===== src/rtl/reg_scoreboard.sv =====
// Register-hazard scoreboard: per-register pending bit plus result-latency countdown,
// producing issue stall and per-source bypass select. Optional SCOREBOARD_STATS_EN adds a stall-cycle counter.
module reg_scoreboard #(
    parameter int NUM_REGS = 32,
    parameter int REG_AW   = 5,
    parameter int NUM_RS   = 2,
    parameter int LAT_W    = 3
) (
    input  logic                         i_clk,
    input  logic                         i_rst_n,
    input  logic                         i_issue_valid,
    input  logic                         i_issue_wb,
    input  logic [REG_AW-1:0]            i_issue_rd,
    input  logic [LAT_W-1:0]             i_issue_lat,
    input  logic [NUM_RS*REG_AW-1:0]     i_rs_no,
    input  logic [NUM_RS-1:0]            i_rs_used,
    output logic                         o_stall,
    output logic [NUM_RS-1:0]            o_rs_fwd,
    input  logic                         i_wb_valid,
    input  logic [REG_AW-1:0]            i_wb_rd,
    input  logic                         i_kill_valid,
    input  logic [REG_AW-1:0]            i_kill_rd,
    output logic [$clog2(NUM_REGS+1)-1:0] o_pending_cnt
`ifdef SCOREBOARD_STATS_EN
    ,
    output logic [31:0]                  o_stall_cycles
`endif
);

    localparam int PCW = $clog2(NUM_REGS+1);

    logic [NUM_REGS-1:0] pend;
    logic [NUM_REGS-1:0] pend_next;
    logic [LAT_W-1:0]    cnt      [NUM_REGS];
    logic [LAT_W-1:0]    cnt_next [NUM_REGS];

    logic [NUM_RS-1:0]   rs_pend;
    logic [NUM_RS-1:0]   rs_busy;
    logic [NUM_RS-1:0]   raw;
    logic                rd_pend;
    logic [LAT_W-1:0]    rd_cnt;
    logic                waw;
    logic                accept;
    logic [PCW-1:0]      pend_sum;

    // Source lookups read registered state only, so an rd=rs issue sees the old producer.
    always_comb begin
        rs_pend  = '0;
        rs_busy  = '0;
        raw      = '0;
        o_rs_fwd = '0;
        for (int k = 0; k < NUM_RS; k++) begin
            for (int r = 0; r < NUM_REGS; r++) begin
                if (i_rs_no[k*REG_AW +: REG_AW] == REG_AW'(r)) begin
                    rs_pend[k] = pend[r];
                    rs_busy[k] = (cnt[r] != '0);
                end
            end
            raw[k]      = i_rs_used[k] & rs_pend[k] & rs_busy[k];
            o_rs_fwd[k] = i_rs_used[k] & rs_pend[k] & ~rs_busy[k];
        end
    end

    always_comb begin
        rd_pend = 1'b0;
        rd_cnt  = '0;
        for (int r = 0; r < NUM_REGS; r++) begin
            if (i_issue_rd == REG_AW'(r)) begin
                rd_pend = pend[r];
                rd_cnt  = cnt[r];
            end
        end
    end

    // A later producer may only overtake an older one if its result lands no earlier.
    assign waw     = i_issue_wb & (i_issue_rd != '0) & rd_pend & (rd_cnt > i_issue_lat);
    assign o_stall = i_issue_valid & ((|raw) | waw);
    assign accept  = i_issue_valid & ~o_stall;

    always_comb begin
        pend_next = '0;
        for (int r = 0; r < NUM_REGS; r++) begin
            cnt_next[r] = '0;
        end
        // Entry 0 keeps its all-zero defaults; x0 never becomes pending.
        for (int r = 1; r < NUM_REGS; r++) begin
            if (accept && i_issue_wb && (i_issue_rd == REG_AW'(r))) begin
                pend_next[r] = 1'b1;
                cnt_next[r]  = i_issue_lat;
            end else if ((i_kill_valid && (i_kill_rd == REG_AW'(r))) ||
                         (i_wb_valid && (i_wb_rd == REG_AW'(r)))) begin
                pend_next[r] = 1'b0;
                cnt_next[r]  = '0;
            end else if (pend[r]) begin
                pend_next[r] = 1'b1;
                cnt_next[r]  = (cnt[r] != '0) ? cnt[r] - LAT_W'(1) : '0;
            end
        end
        pend_sum = '0;
        for (int r = 0; r < NUM_REGS; r++) begin
            pend_sum = pend_sum + PCW'(pend_next[r]);
        end
    end

    always_ff @(posedge i_clk or negedge i_rst_n) begin
        if (!i_rst_n) begin
            pend          <= '0;
            o_pending_cnt <= '0;
            for (int r = 0; r < NUM_REGS; r++) begin
                cnt[r] <= '0;
            end
        end else begin
            pend          <= pend_next;
            o_pending_cnt <= pend_sum;
            for (int r = 0; r < NUM_REGS; r++) begin
                cnt[r] <= cnt_next[r];
            end
        end
    end

`ifdef SCOREBOARD_STATS_EN
    always_ff @(posedge i_clk or negedge i_rst_n) begin
        if (!i_rst_n) begin
            o_stall_cycles <= '0;
        end else if (o_stall && (o_stall_cycles != 32'hFFFF_FFFF)) begin
            o_stall_cycles <= o_stall_cycles + 32'd1;
        end
    end
`else
    // Stall statistics are not built in this configuration.
`endif

endmodule

===== config.mk =====
export PLATFORM = sky130hd
export DESIGN_NAME = reg_scoreboard
export DESIGN_NICKNAME = d
export VERILOG_FILES = /design/src/rtl/reg_scoreboard.sv
export SDC_FILE = /design/constraint.sdc
export NUM_CORES = 1
export LEC_CHECK = 0
export BUFFER_PORTS_ARGS = -buffer_cell sky130_fd_sc_hd__buf_2
export CORE_MARGIN = 1
export CORE_UTILIZATION = 55
export CTS_BUF_LIST = sky130_fd_sc_hd__clkbuf_8
export DETAILED_ROUTE_END_ITERATION = 6
export PLACE_DENSITY = 0.84
export SKIP_CTS_REPAIR_TIMING = 1
export SYNTH_ARGS = -nofsm -noshare
export SYNTH_HDL_FRONTEND = slang
export SYNTH_SLANG_ARGS = --single-unit

===== constraint.sdc =====
create_clock -name i_clk -period 16.45 [get_ports i_clk]
set_input_delay 2.4675 -clock i_clk [delete_from_list [all_inputs] [get_ports i_clk]]
set_output_delay 2.4675 -clock i_clk [all_outputs]
set_load 0.02 [all_outputs]

==> results.py <==
metrics = {
    "power_and_ir_drop": {
        "powerDensity_nw_per_um2": 100.8,
        "ir_drop_mv": 0.3449,
        "static-leakage-power_nw": 5.759,
    },
    "critical_path": {
        "crit_arrival_ps": 12220,
        "path_class": "in2reg",
        "reg2reg_depth": 35,
        "crit_fanout": 52,
        "setup.worst_path.end_class": "register",
        "crit_top_cell": "fa_1",
        "cp.required_ps": 16850,
        "worst_setup_path_start_kind": "primary input",
        "r2r_start": "cnt[91]",
        "r2r_setup_slack_ps": 7160,
        "critPathSlowestCell": "o211ai_4",
        "r2r_end": "o_pending_cnt[4]",
        "cp_slowest_stage_delay_ps": 780,
    },
    "timing": {
        "fin_crit_sh_pct": 71.85,
        "fmax_ghz": 0.08461,
        "rsz0062_at_grt": "false",
        "worst_slack_ps": 4630,
        "setup_tns_ps": 0,
        "drv_slew": 0,
        "period_minus_slack_ps": 11820,
        "skew_ps": 13.32,
        "hold_viol_final": 0,
        "maxSlewHeadroom_pct": 29.42,
        "worst_pin_slew_ps": 1045,
        "fin_hold_ws_ps": 608.5,
        "finalSetupViolCount": 0,
    },
    "cells_and_area": {
        "fillCellCount": 1863,
        "area_delta_synth_final_pct": 5.702,
        "fin_area_um2": 12640,
        "drive_above_1_share_pct": 8.890,
        "layout_commonest_cell": "nand2_1",
        "layout_common_cells": "nand2_1, dfrtp_1, inv_1",
        "nNetsFinal": 1569,
    },
    "detailed_routing": {
        "post-route-drc-count": 0,
        "drt_wl_total_mm": 45.36,
        "via_per_inst": 6.949,
        "drt_iter0_markers": 1581,
        "ant_nets": 0,
        "wl_per_cell_um": 26.26,
        "drt-pass1-iter-count": 6,
        "vias": 12000,
    },
    "clocking": {
        "clkSinkCount": 130,
        "cts_buffers": 17,
        "clockBufferDepth": 2,
        "htreeDepth": 4,
        "cts_root_buffer": "clkbuf_8",
        "cts_tree": "built",
        "clkTransAtPathRegs_ps": 80,
        "clk-insertion-delay-late_ps": 480,
    },
    "floorplan": {
        "dieArea_um2": 22340,
        "die_x_um": 149.5,
        "fp.coreArea_um2": 21150,
        "start_util_pct": 56.53,
        "dieHeight_um": 149.5,
        "row_count": 53,
        "num_io_pins": 45,
    },
    "global_route": {
        "grt_pass1_wl_mm": 68.94,
        "antenna_found_initial": 1,
        "grt_pass1_vias": 11330,
        "grt_overflow": 0,
        "grt_usage_pct": 41.99,
        "grt_max_degree": 70,
    },
    "hold_path": {
        "whs_path_depth": 2,
        "min_path_type": "reg2reg",
        "hold_path_end": "cnt[41]",
        "min_from": "pend[18]",
    },
    "place": {
        "dpl-instance-area_um2": 12230,
        "dp_hpwl_mm": 34.43,
        "portBuffers": 44,
        "gp_congestion": 1.046,
        "dp_slack_ps": 4371,
    },
    "yosys": {
        "ys_types": 81,
        "ys_async_sr_fraction_pct": 100.0,
        "ys_warn_count": 0,
        "ys_seq_elements": 130,
        "synthTopCellsByArea": "dfrtp_1, ha_1, mux2_1",
        "synth.avg_cell_area_um2": 8.224,
        "synth_top_area_share_pct": 27.21,
        "synth_area_um2": 11960,
        "synth_edf_count": 0,
        "yosysSeqAreaShare_pct": 27.21,
        "synth_area_leader_cell": "dfrtp_1",
        "synth_nets": 1585,
        "syn_inst": 1454,
        "synth-main-ff-cell": "dfrtp_1",
    },
    "flow_run": {
        "cap_violations": 0,
    },
    "outcome": {
        "status": "complete, no violations",
    },
}
-- stage by stage --
stage	utilization, %	total power, mW	instances
global placement	57.79	0.9563	1694
floorplan	-	0.7993	1454
detailed placement	57.79	0.9632	1694
CTS	59.74	1.260	1726
global route	59.74	1.364	1726
finish	59.75	1.274	1727
-- power by group --
| group | leakage [nW] | internal [mW] | switching (mW) |
|---|---|---|---|
| logic | 3.76 | 0.231 | 0.363 |
| registers | 1.79 | 0.347 | 0.0394 |
| clock network | 0.216 | 0.153 | 0.140 |
-- layout make-up --
| class | count | area, µm² | area share, % |
|---|---|---|---|
| inverters | 130 | 488.0 | 3.861 |
| flip-flops and latches | 130 | 3253 | 25.74 |
| clock buffers | 18 | 247.7 | 1.960 |
| well taps | 275 | 344.1 | 2.722 |
| multi-input cells | 1106 | 7846 | 62.08 |
| repair buffers | 53 | 294.0 | 2.326 |
| diodes | 1 | 2.502 | 0.01980 |
| clock inverters | 14 | 163.9 | 1.297 |
-- how the worst max path moves through the flow --
stage / from / to / slack [ps] / cells after the start
floorplan: i_issue_rd[0] / o_pending_cnt[4] / 5740 / 36
global placement: i_issue_rd[1] / o_pending_cnt[4] / 4440 / 37
detailed placement: i_issue_rd[0] / o_pending_cnt[4] / 4370 / 36
CTS: i_issue_rd[0] / o_pending_cnt[4] / 4830 / 36
global route: i_issue_rd[0] / o_pending_cnt[4] / 4040 / 36
finish: i_issue_rd[0] / o_pending_cnt[4] / 4630 / 36
-- registers in the layout, summed over array words and instances, names as in the netlist --
name,flops
cnt,93
pend,31
o_pending_cnt,6
-- kinds of logic (layout without fill, tap and decap cells) --
kind of cell / count (synthesis) / count (layout) / share of synthesized area (%)
flops: 130 / 130 / 27.21
simple gates: 561 / 561 / 24.00
compound gates: 326 / 326 / 18.39
xor+xnor: 3 / 3 / 0.2198
fa+ha+maj: 95 / 95 / 11.38
mux: 121 / 121 / 11.54
buf+inv: 218 / 215 / 7.251
other cells: 0 / 1 / 0
-- routing by layer --
metal / vias up / global-route usage (%) / wire length [µm]
met5: - / 0 / 0
met4: 0 / 25.82 / 3217
met3: 245 / 12.53 / 5861
met2: 927 / 63.63 / 19850
met1: 5688 / 52.44 / 16430
li1: 5141 / - / -
-- critical path: cells and delay by family --
kind            cells  cell delay [ps]
xor+xnor            1              130
simple gates        7             1720
fa+ha+maj           9             4000
compound gates     10             2490
buf+inv             9             1330
-- cell usage after synthesis (all sizes together), types with 15 or more instances --
cell type / n
nand2: 151
dfrtp: 130
inv: 129
nor2: 119
mux2: 85
a21oi: 76
ha: 72
o21ai: 66
nor3: 64
clkbuf: 62
nand3: 53
nor2b: 34
mux2i: 31
nand2b: 30
buf: 26
fa: 23
a22oi: 21
and3: 18
o211ai: 16
a32oi: 15
No activity file was read; power rests on OpenSTA's default activity.
